$ cat src/rtl/cpu_ctrl_pkg.sv
// Shared control package: FSM state encoding, operand/ALU select codes,
// opcode/funct constants and the decoded control word.
package cpu_ctrl_pkg;

    localparam int unsigned STATE_W  = 4;
    localparam int unsigned OPCODE_W = 6;
    localparam int unsigned SRCB_W   = 3;
    localparam int unsigned ALUOP_W  = 3;
    localparam int unsigned PCSRC_W  = 2;

    typedef enum logic [STATE_W-1:0] {
        FETCH    = 4'd0,
        DECODE   = 4'd1,
        EXEC_R   = 4'd2,
        WB_R     = 4'd3,
        EXEC_I   = 4'd4,
        WB_I     = 4'd5,
        MEM_ADDR = 4'd6,
        MEM_RD   = 4'd7,
        MEM_WR   = 4'd8,
        WB_MEM   = 4'd9,
        BRANCH   = 4'd10,
        JUMP     = 4'd11,
        TRAP     = 4'd12,
        MD_START = 4'd13,
        MD_WAIT  = 4'd14
    } state_t;

    // Flavour of I-type ALU op, captured in DECODE so EXEC_I stays a pure state decode
    typedef enum logic [1:0] {
        IMM_ADD = 2'd0,
        IMM_AND = 2'd1,
        IMM_OR  = 2'd2
    } imm_kind_t;

    localparam logic [SRCB_W-1:0] ALUSRCB_REG      = 3'b000;
    localparam logic [SRCB_W-1:0] ALUSRCB_FOUR     = 3'b001;
    localparam logic [SRCB_W-1:0] ALUSRCB_SEXT     = 3'b010;
    localparam logic [SRCB_W-1:0] ALUSRCB_SEXT_SH2 = 3'b011;
    localparam logic [SRCB_W-1:0] ALUSRCB_ZEXT     = 3'b100;

    localparam logic [ALUOP_W-1:0] ALUOP_ADD   = 3'b000;
    localparam logic [ALUOP_W-1:0] ALUOP_SUB   = 3'b001;
    localparam logic [ALUOP_W-1:0] ALUOP_FUNCT = 3'b010;
    localparam logic [ALUOP_W-1:0] ALUOP_AND   = 3'b011;
    localparam logic [ALUOP_W-1:0] ALUOP_OR    = 3'b100;
    localparam logic [ALUOP_W-1:0] ALUOP_SLT   = 3'b101;

    localparam logic [PCSRC_W-1:0] PCSRC_ALU    = 2'b00;
    localparam logic [PCSRC_W-1:0] PCSRC_ALUOUT = 2'b01;
    localparam logic [PCSRC_W-1:0] PCSRC_JUMP   = 2'b10;

    localparam logic [OPCODE_W-1:0] OP_RTYPE = 6'h00;
    localparam logic [OPCODE_W-1:0] OP_J     = 6'h02;
    localparam logic [OPCODE_W-1:0] OP_BEQ   = 6'h04;
    localparam logic [OPCODE_W-1:0] OP_ADDI  = 6'h08;
    localparam logic [OPCODE_W-1:0] OP_ANDI  = 6'h0C;
    localparam logic [OPCODE_W-1:0] OP_ORI   = 6'h0D;
    localparam logic [OPCODE_W-1:0] OP_LW    = 6'h23;
    localparam logic [OPCODE_W-1:0] OP_SW    = 6'h2B;

    localparam logic [OPCODE_W-1:0] FUNCT_MULT = 6'h18;
    localparam logic [OPCODE_W-1:0] FUNCT_DIV  = 6'h1A;

    // Datapath control word produced every cycle by the state decoder
    typedef struct packed {
        logic               alu_src_a;
        logic [SRCB_W-1:0]  alu_src_b;
        logic [ALUOP_W-1:0] alu_op;
        logic               pc_write;
        logic               ir_write;
        logic               mem_read;
        logic               mem_write;
        logic               reg_write;
        logic               reg_dst;
        logic               mem_to_reg;
        logic [PCSRC_W-1:0] pc_source;
    } ctrl_word_t;

    // Quiescent control word: no strobes, PC+4 operand selected
    function automatic ctrl_word_t ctrl_idle();
        ctrl_word_t c;
        c           = '0;
        c.alu_src_b = ALUSRCB_FOUR;
        c.alu_op    = ALUOP_ADD;
        c.pc_source = PCSRC_ALU;
        return c;
    endfunction

endpackage

$ cat src/rtl/alu_src_decode.sv
// State -> datapath control word decoder for the multicycle sequencer.
// Optional feature macro: MULT_DIV_SEQ_EN (adds the md_start_c strobe).
module alu_src_decode
    import cpu_ctrl_pkg::*;
#(
    parameter logic [PCSRC_W-1:0] TRAP_ADDR_SEL = 2'b11
) (
    input  logic       enable,
    input  state_t     state,
    input  imm_kind_t  imm_kind,
    input  logic       zero,
    input  logic       mem_ready,
`ifdef MULT_DIV_SEQ_EN
    output logic       md_start_c,
`endif
    output ctrl_word_t ctrl_c
);

    // Moore decode of the registered state; held idle while reset is asserted
    always_comb begin
        ctrl_c = ctrl_idle();
`ifdef MULT_DIV_SEQ_EN
        md_start_c = 1'b0;
`endif
        if (enable) begin
            case (state)
                FETCH: begin
                    ctrl_c.mem_read = 1'b1;
                    ctrl_c.ir_write = 1'b1;
                    ctrl_c.pc_write = mem_ready;
                end
                DECODE: begin
                    ctrl_c.alu_src_b = ALUSRCB_SEXT_SH2;
                end
                EXEC_R: begin
                    ctrl_c.alu_src_a = 1'b1;
                    ctrl_c.alu_src_b = ALUSRCB_REG;
                    ctrl_c.alu_op    = ALUOP_FUNCT;
                end
                WB_R: begin
                    ctrl_c.reg_dst   = 1'b1;
                    ctrl_c.reg_write = 1'b1;
                end
                EXEC_I: begin
                    ctrl_c.alu_src_a = 1'b1;
                    case (imm_kind)
                        IMM_AND: begin
                            ctrl_c.alu_src_b = ALUSRCB_ZEXT;
                            ctrl_c.alu_op    = ALUOP_AND;
                        end
                        IMM_OR: begin
                            ctrl_c.alu_src_b = ALUSRCB_ZEXT;
                            ctrl_c.alu_op    = ALUOP_OR;
                        end
                        default: begin
                            ctrl_c.alu_src_b = ALUSRCB_SEXT;
                            ctrl_c.alu_op    = ALUOP_ADD;
                        end
                    endcase
                end
                WB_I: begin
                    ctrl_c.reg_write = 1'b1;
                end
                MEM_ADDR: begin
                    ctrl_c.alu_src_a = 1'b1;
                    ctrl_c.alu_src_b = ALUSRCB_SEXT;
                end
                MEM_RD: begin
                    ctrl_c.mem_read = 1'b1;
                end
                MEM_WR: begin
                    ctrl_c.mem_write = 1'b1;
                end
                WB_MEM: begin
                    ctrl_c.mem_to_reg = 1'b1;
                    ctrl_c.reg_write  = 1'b1;
                end
                BRANCH: begin
                    ctrl_c.alu_src_a = 1'b1;
                    ctrl_c.alu_src_b = ALUSRCB_REG;
                    ctrl_c.alu_op    = ALUOP_SUB;
                    ctrl_c.pc_source = PCSRC_ALUOUT;
                    ctrl_c.pc_write  = zero;
                end
                JUMP: begin
                    ctrl_c.pc_source = PCSRC_JUMP;
                    ctrl_c.pc_write  = 1'b1;
                end
                TRAP: begin
                    ctrl_c.pc_source = TRAP_ADDR_SEL;
                    ctrl_c.pc_write  = 1'b1;
                end
`ifdef MULT_DIV_SEQ_EN
                MD_START: begin
                    md_start_c = 1'b1;
                end
`endif
                default: ;
            endcase
        end
    end

endmodule

$ cat src/rtl/alu_src_sequencer.sv
// Multicycle CPU control FSM: fetch/decode/execute/writeback sequencing,
// memory-ready wait with timeout trap, illegal-opcode trap.
// Optional feature macro: MULT_DIV_SEQ_EN (mult/div handshake via md_start/md_done).
module alu_src_sequencer
    import cpu_ctrl_pkg::*;
#(
    parameter logic [PCSRC_W-1:0] TRAP_ADDR_SEL = 2'b11,
    parameter int unsigned        MEM_TIMEOUT   = 16
) (
    input  logic                clk,
    input  logic                reset,
    input  logic [OPCODE_W-1:0] opcode,
    input  logic [OPCODE_W-1:0] funct,
    input  logic                zero,
    input  logic                mem_ready,
`ifdef MULT_DIV_SEQ_EN
    input  logic                md_done,
    output logic                md_start,
`endif
    output logic                alu_src_a,
    output logic [SRCB_W-1:0]   alu_src_b,
    output logic [ALUOP_W-1:0]  alu_op,
    output logic                pc_write,
    output logic                ir_write,
    output logic                mem_read,
    output logic                mem_write,
    output logic                reg_write,
    output logic                reg_dst,
    output logic                mem_to_reg,
    output logic [PCSRC_W-1:0]  pc_source,
    output logic                mem_err,
    output logic [STATE_W-1:0]  state_dbg
);

    localparam int unsigned      CNT_W   = (MEM_TIMEOUT > 0) ? $clog2(MEM_TIMEOUT + 1) : 1;
    localparam bit               TO_EN   = (MEM_TIMEOUT != 0);
    localparam logic [CNT_W-1:0] TO_LAST = CNT_W'(MEM_TIMEOUT - 1);

    state_t           state_q, state_d;
    imm_kind_t        imm_kind_q, imm_kind_d;
    logic [CNT_W-1:0] cnt_q, cnt_d;
    logic             err_set;
    logic             waiting;
    logic             timeout_c;
    ctrl_word_t       ctrl_c;

`ifndef MULT_DIV_SEQ_EN
    // funct only steers the mult/div dispatch
    logic unused_funct;
    assign unused_funct = ^funct;
`endif

    // Last allowed wait cycle has been reached
    assign timeout_c = TO_EN && (cnt_q == TO_LAST);

    // State, wait counter, I-type flavour and sticky error registers
    always_ff @(posedge clk or negedge reset) begin
        if (!reset) begin
            state_q    <= FETCH;
            imm_kind_q <= IMM_ADD;
            cnt_q      <= '0;
            mem_err    <= 1'b0;
        end else begin
            state_q    <= state_d;
            imm_kind_q <= imm_kind_d;
            cnt_q      <= cnt_d;
            if (err_set) begin
                mem_err <= 1'b1;
            end
        end
    end

    // Next-state, opcode dispatch and memory-wait timeout
    always_comb begin
        state_d    = state_q;
        imm_kind_d = imm_kind_q;
        cnt_d      = '0;
        err_set    = 1'b0;
        waiting    = 1'b0;

        case (state_q)
            FETCH: begin
                if (mem_ready) state_d = DECODE;
                else           waiting = 1'b1;
            end
            DECODE: begin
                case (opcode)
                    OP_RTYPE: begin
`ifdef MULT_DIV_SEQ_EN
                        if (funct == FUNCT_MULT || funct == FUNCT_DIV) state_d = MD_START;
                        else                                           state_d = EXEC_R;
`else
                        state_d = EXEC_R;
`endif
                    end
                    OP_LW, OP_SW: state_d = MEM_ADDR;
                    OP_BEQ:       state_d = BRANCH;
                    OP_ADDI: begin
                        state_d    = EXEC_I;
                        imm_kind_d = IMM_ADD;
                    end
                    OP_ANDI: begin
                        state_d    = EXEC_I;
                        imm_kind_d = IMM_AND;
                    end
                    OP_ORI: begin
                        state_d    = EXEC_I;
                        imm_kind_d = IMM_OR;
                    end
                    OP_J:         state_d = JUMP;
                    default:      state_d = TRAP;
                endcase
            end
            EXEC_R:   state_d = WB_R;
            WB_R:     state_d = FETCH;
            EXEC_I:   state_d = WB_I;
            WB_I:     state_d = FETCH;
            MEM_ADDR: state_d = (opcode == OP_LW) ? MEM_RD : MEM_WR;
            MEM_RD: begin
                if (mem_ready) state_d = WB_MEM;
                else           waiting = 1'b1;
            end
            MEM_WR: begin
                if (mem_ready) state_d = FETCH;
                else           waiting = 1'b1;
            end
            WB_MEM:   state_d = FETCH;
            BRANCH:   state_d = FETCH;
            JUMP:     state_d = FETCH;
            TRAP:     state_d = FETCH;
`ifdef MULT_DIV_SEQ_EN
            MD_START: state_d = MD_WAIT;
            MD_WAIT: begin
                if (md_done) state_d = FETCH;
            end
`endif
            default:  state_d = FETCH;
        endcase

        // Ready was checked first, so a same-cycle ready beats the timeout
        if (waiting) begin
            if (timeout_c) begin
                state_d = TRAP;
                err_set = 1'b1;
            end else if (TO_EN) begin
                cnt_d = cnt_q + CNT_W'(1);
            end
        end
    end

    // Control word decode; gated by reset so strobes drop as soon as it asserts
    alu_src_decode #(
        .TRAP_ADDR_SEL (TRAP_ADDR_SEL)
    ) u_decode (
        .enable     (reset),
        .state      (state_q),
        .imm_kind   (imm_kind_q),
        .zero       (zero),
        .mem_ready  (mem_ready),
`ifdef MULT_DIV_SEQ_EN
        .md_start_c (md_start),
`endif
        .ctrl_c     (ctrl_c)
    );

    assign alu_src_a  = ctrl_c.alu_src_a;
    assign alu_src_b  = ctrl_c.alu_src_b;
    assign alu_op     = ctrl_c.alu_op;
    assign pc_write   = ctrl_c.pc_write;
    assign ir_write   = ctrl_c.ir_write;
    assign mem_read   = ctrl_c.mem_read;
    assign mem_write  = ctrl_c.mem_write;
    assign reg_write  = ctrl_c.reg_write;
    assign reg_dst    = ctrl_c.reg_dst;
    assign mem_to_reg = ctrl_c.mem_to_reg;
    assign pc_source  = ctrl_c.pc_source;
    assign state_dbg  = state_q;

endmodule

$ cat config.mk
export PLATFORM = sky130hd
export DESIGN_NAME = alu_src_sequencer
export DESIGN_NICKNAME = d
export VERILOG_FILES = /design/src/rtl/cpu_ctrl_pkg.sv /design/src/rtl/alu_src_decode.sv /design/src/rtl/alu_src_sequencer.sv
export SDC_FILE = /design/constraint.sdc
export NUM_CORES = 1
export LEC_CHECK = 0
export CAP_MARGIN = 15
export CORE_ASPECT_RATIO = 0.7
export CORE_MARGIN = 5
export CORE_UTILIZATION = 35
export DETAILED_ROUTE_END_ITERATION = 8
export DONT_BUFFER_PORTS = 1
export GPL_ROUTABILITY_DRIVEN = 0
export HOLD_SLACK_MARGIN = 0.06
export PLACE_DENSITY = 0.56
export SLEW_MARGIN = 20
export SYNTH_ARGS = -nofsm -noshare
export SYNTH_HDL_FRONTEND = slang
export SYNTH_SLANG_ARGS = --single-unit
$ cat constraint.sdc
create_clock -name clk -period 1.8 [get_ports clk]
set_input_delay 0.18 -clock clk [delete_from_list [all_inputs] [get_ports clk]]
set_output_delay 0.18 -clock clk [all_outputs]
set_load 0.02 [all_outputs]
==> results of run 1 <==
path summary, 6_finish.rpt:
kind	endpoint	cells after the start	slack, ns	start
worst min-delay path	imm_kind_q[0]$_DFFE_PN0P_	1	0.08	opcode[2]
max in group asynchronous	state_dbg[2]$_DFF_PN0_	1	0.96	reset
min in group asynchronous	cnt_q[3]$_DFF_PN0_	1	0.40	reset
worst max register to register	mem_err$_DFFE_PN0P_	5	0.11	state_dbg[2]$_DFF_PN0_
worst min register to register	cnt_q[0]$_DFF_PN0_	1	0.47	cnt_q[0]$_DFF_PN0_
worst max-delay path	pc_write	5	0.11	state_dbg[2]$_DFF_PN0_
power groups by stage:
stage                     logic, uW  registers, uW  clock network, uW
after global placement          909            388                  0
after floorplan                 649            419                  0
after detailed placement        933            390                  0
final                           999            393                245
after global routing           1110            406                265
after CTS                       951            389                253
per-stage QoR:
step / setup TNS (ns) / instances / hold slack (ns) / cell area (sq um) / power, uW
2_1_floorplan: -0.106 / 138 / -0.116 / 1050 / 1070
3_3_place_gp: 0 / 184 / -0.115 / 1200 / 1300
3_5_place_dp: 0 / 184 / -0.115 / 1200 / 1320
4_1_cts: 0 / 188 / 0.0758 / 1260 / 1590
5_1_grt: 0 / 188 / 0.0747 / 1290 / 1780
6_report: 0 / 188 / 0.0819 / 1290 / 1640
layout make-up:
| cell class | instances | area share, % |
|---|---|---|
| Sequential cell | 12 | 23.5 |
| Inverter | 7 | 2.04 |
| Clock buffer | 3 | 3.20 |
| Timing Repair Buffer | 20 | 12.4 |
| Multi-Input combinational cell | 110 | 55.3 |
| Tap cell | 36 | 3.50 |
metal layers:
layer  track usage, %  share of wire, %  up-vias
met2             20.1                43       43
met3             6.34                11        4
met5                0                 0        -
met1             19.9                45      512
li1                 -                 -      522
met4             4.06              0.79        0
registers in the layout, indices dropped and copies added (netlist names):
register	count
imm_kind_q	2
mem_err	1
state_dbg	4
cnt_q	5
synthesized netlist by cell type, types with 2 or more instances:
| master | n | area share, % |
|---|---|---|
| nor2_1 | 19 | 6.9 |
| nand2_1 | 13 | 4.7 |
| dfrtp_1 | 12 | 29 |
| a21oi_1 | 10 | 4.8 |
| nor3_1 | 10 | 4.8 |
| inv_1 | 7 | 2.5 |
| clkbuf_1 | 6 | 2.2 |
| nor2b_1 | 5 | 3.0 |
| nor3b_1 | 5 | 3.6 |
| a211o_1 | 4 | 3.4 |
| o21ai_0 | 4 | 1.9 |
| ha_1 | 3 | 3.6 |
| nand3_1 | 3 | 1.5 |
| a211oi_1 | 2 | 1.5 |
| a21o_1 | 2 | 1.5 |
| and2_1 | 2 | 1.2 |
| and3_1 | 2 | 1.2 |
| buf_2 | 2 | 0.97 |
| nand2b_1 | 2 | 1.2 |
| nand4b_1 | 2 | 1.7 |
| nor4_1 | 2 | 1.2 |
| nor4b_1 | 2 | 1.7 |
| o311ai_0 | 2 | 1.7 |
| o32ai_1 | 2 | 1.7 |
| or2_2 | 2 | 1.2 |
| or3_1 | 2 | 1.2 |
| xor2_1 | 2 | 1.7 |
what timing repair did:
item / in CTS / in global routing
resized for setup: 3 / 9
hold buffers: 1 / 0
setup endpoints to repair: 3 / 8
cloned: 0 / 0
endpoints found under the hold margin: 12 / 0
logic make-up after synthesis:
logic type                 synth area share, %
and+or+nand+nor                           40.3
AOI/OAI and AO/OA                         18.5
buffers and inverters                     6.05
DFF                                       29.0
xor gates and xnor gates                  2.54
adders and majority gates                 3.63
cells in the final DEF, fill, tap and decap left out, drive strengths merged, types with 3 or more instances in the layout:
| cell type | instances |
|---|---|
| a211o | 4 |
| a21oi | 10 |
| buf | 19 |
| clkbuf | 3 |
| dfrtp | 12 |
| ha | 3 |
| inv | 7 |
| nand2 | 13 |
| nand3 | 3 |
| nor2 | 19 |
| nor2b | 5 |
| nor3 | 10 |
| nor3b | 5 |
| nor4 | 3 |
| o21ai | 4 |
==> metrics, run 1 <==
status finished clean; post-placement setup slack 0.102 ns; vias after detailed routing 1081; vias per inst about 5.8; grt ovf 0; post-synthesis sequential area ratio 29.0%; cell internal pwr 885 uW; Die H 55.5 um; Core Footprint about 2800 sq um; final-report setup violation count 0; final worst slack 0.108 ns; Initial DRC Count 72; RSZ-0062 raised after global routing false; clock skew 0.00194 ns; multi-input logic area a little over 700 sq um; maximum root-to-sink buffer count 2; critical path class reg2out; Remaining DRCs 0; io pins 37; Final #Nets 173; First-pass DRT Iterations 4; fin crit share 94.0%; total track usage 14.4%; number of synthesized flops with an enable pin 0; Clk pin slew, worst setup/hold paths 0.05 ns; Data arrival, critical path 1.51 ns; port bufs 0; ys async rst share 100%; final WL 2.91 mm; Initial Utilization 36.7%; Slowest-stage cell, CP dfrtp_2; cell area after synthesis 1030 sq um; Hold WC Path Type in2reg; Startpoint Class flop; Post-CTS Setup Inserts 0; total die area 4160 sq um; max_cap viols 0; CTS Sinks 12; Worst Path Max Fanout 12; DR WL/cell 15.5 um; number of routed nets with antenna violations 0; Finished Core Util 45.7%; pin count of the biggest net entering global routing 22; VDD IR max 592 uV; Synth Register Bits 12; LEAKAGE 0.000532 uW; syn_area_per_cell 7.50 sq um; number of antenna violations at the first check in global routing 0; PD cells 1270 nW/um^2; Worst EP required between 1.5 and 2 ns; Final Critical Period 1.69 ns; TritonCTS clock tree done; crit end category primary output; Fillers about 280; share of layout cells above drive strength 1 23.0%; fmax around 0.59 GHz; Sw Pwr 752 uW; Final Hold Violating Endpoints 0; CP max stage delay 0.43 ns; Worst Tran Pin Value 0.623 ns; Rel. slew slack 58.4%; ys flop type dfrtp_1; register area a little over 300 sq um; CP top delay family flip-flops; die width 75.0 um; total CTS buffers 3; Synth Net Count 157; Unique masters post-synth 36; fin. max-slew vios 0; logic gate share of total power 61.0%; Clk network pwr share 15.0%; first-pass GRT wire length 4.71 mm; n_diodes 0; area delta synth->final 24.5%; Synth Instances 138; worst-path cell chain buf_6 -> nor3b_2 -> a21oi_1 -> o32ai_1 -> and2_4; vias in the first global route about 1000; Buf/Inv on CP 1; Ys Warns 0; Reg power frac 24.0%; latest clock arrival within the worst-skew pair 0.24 ns; root buffer cell clkbuf_8; CTS H-Tree Depth 1; FP Rows 16; Detail Placement HPWL 2.16 mm; sw frac about 46%
Note: power is estimated with default switching activity, not from simulation.
==> run 2: changes to the inputs <==
BUFFER_PORTS_ARGS = -buffer_cell sky130_fd_sc_hd__buf_2   (was unset)
DONT_BUFFER_PORTS = unset   (was 1)
PLACE_DENSITY = 0.67   (was 0.56)
==> metrics, run 2 (synthesis gave the netlist of run 1 again) <==
max_cap viols 0 (unchanged); status finished clean; total die area 4160 sq um (unchanged); LEAKAGE 0.000677 uW (+27%); vias after detailed routing 1165 (+7.8%); final-report setup violation count 0 (unchanged); DR WL/cell 14.0 um (-9.4%); final worst slack 0.0523 ns (-0.0559 ns); Largest Register cnt_q; Clk pin slew, worst setup/hold paths 0.06 ns (about the same); fmax 0.572 GHz (-3.2%); n_diodes 0 (unchanged); Initial DRC Count 137 (+90%); fin. max-slew vios 0 (unchanged); Remaining DRCs 0 (unchanged); Worst EP required 1.62 ns (about the same); vias in the first global route 1046 (+4.5%); die width 75.0 um (unchanged); TritonCTS clock tree done; critical path class reg2out; share of layout cells above drive strength 1 35.6% (+13 points); Initial Utilization 36.7% (unchanged); Fillers 272 (-2.5%); latest clock arrival within the worst-skew pair 0.25 ns (about the same); total CTS buffers 3 (unchanged); port bufs 30 (+30); DP Cell Count 204 (+11%); FP Rows 16 (unchanged); CTS Sinks 12 (unchanged); Finished Core Util 52.3% (+6.6 points); PD cells 1260 nW/um^2 (-0.57%); io pins 37 (unchanged); Final Critical Period 1.75 ns (+0.0559 ns); First-pass DRT Iterations 5 (+1); fin crit share 97.1% (+3.1 points); RSZ-0062 raised after global routing true; Worst Path Max Fanout 5 (-7); post-placement setup slack 0.129 ns (+0.0269 ns); Worst Tran Pin Value 0.362 ns (-0.261 ns); WHS 0.276 ns (+0.194 ns); Final #Nets 200 (+16%); vias per inst 5.39 (-6.2%); Largest register FFs 5 (unchanged); first-pass GRT wire length 4.78 mm (+1.5%); Hold WC Path Type in2reg; maximum root-to-sink buffer count 2 (unchanged); total chip power 1860 uW (+14%); Data arrival, critical path 1.57 ns (+0.06 ns); total track usage 14.4% (unchanged); root buffer cell clkbuf_8; area delta synth->final 42.7%; Core Footprint 2820 sq um (unchanged); clock skew 0.00934 ns (+0.00741 ns); Die H 55.5 um (unchanged); Detail Placement HPWL 2.12 mm (-1.5%); pin count of the biggest net entering global routing 22 (unchanged); final WL 3.03 mm (+4.1%); CTS H-Tree Depth 1 (unchanged); number of antenna violations at the first check in global routing 0 (unchanged); Final Hold Violating Endpoints 0 (unchanged); VDD IR max 380 uV (-36%); grt ovf 0 (unchanged); commonest non-fill, non-tap cell in the layout buf_2; commonest cells after routing, fill and taps aside 28 x buf_2, 19 x nor2_1, 13 x nand2_1; crit end category primary output; Rel. slew slack 75.7% (+17 points); Startpoint Class flop; number of routed nets with antenna violations 0 (unchanged); Post-Layout Cell Count 216 (+15%)
run 2: where the power goes:
group | internal [uW] | switching, uW | total (uW)
Sequential | 333 | 66.0 | 399
Combinational | 523 | 645 | 1170
Clock | 193 | 105 | 298
run 2: area by class of cell:
| type | instances | area, sq um | area share, % |
|---|---|---|---|
| tap | 36 | 45.0 | 3.05 |
| inverter | 7 | 26.3 | 1.78 |
| timing repair buffer | 47 | 330 | 22.4 |
| sequential | 12 | 302 | 20.4 |
| multi-input combinational | 110 | 718 | 48.6 |
| clock buffer | 4 | 55.1 | 3.73 |
run 2: stage by stage:
step / setup TNS, ns / cell area, sq um
CTS: 0 / 1350
global placement: 0 / 1270
floorplan: -0.106 / 1050
detailed placement: 0 / 1270
finish: 0 / 1480
global route: -0.0235 / 1480
run 2: timing repair:
item	CTS	global route
resized for setup	1	17
buffers inserted	1	4
endpoints found under the hold margin	3	0
hold buffers	1	0
pin swaps	0	3
setup endpoints to repair	2	7
cloned	0	2
run 2: path summary, 6_finish.rpt:
path	start	endpoint	slack (ns)	cells after the start
worst min-delay path	opcode[2]	imm_kind_q[0]$_DFFE_PN0P_	0.28	2
min in group asynchronous	reset	mem_err$_DFFE_PN0P_	0.33	2
worst min register to register	mem_err$_DFFE_PN0P_	mem_err$_DFFE_PN0P_	0.47	1
worst max-delay path	state_dbg[2]$_DFF_PN0_	reg_write	0.05	4
worst max register to register	state_dbg[1]$_DFF_PN0_	imm_kind_q[0]$_DFFE_PN0P_	0.08	5
max in group asynchronous	reset	state_dbg[3]$_DFF_PN0_	1.09	3
run 2: worst max-delay path: stages, from the launching register on:
cell and delay, ns:
dfrtp_1 0.44, buf_6 0.17, or2_2 0.33, a211oi_2 0.22, buf_4 0.17
run 2: routing by layer:
layer  global-route usage (%)  wire length (um)  share of wire [%]  up-vias
met5                        0                 0                  0        -
met4                     4.82                 0                  0        0
met3                     3.80               240                7.9        0
met2                     21.5              1400                 46       49
met1                     19.9              1380                 46      538
li1                         -                 -                  -      578
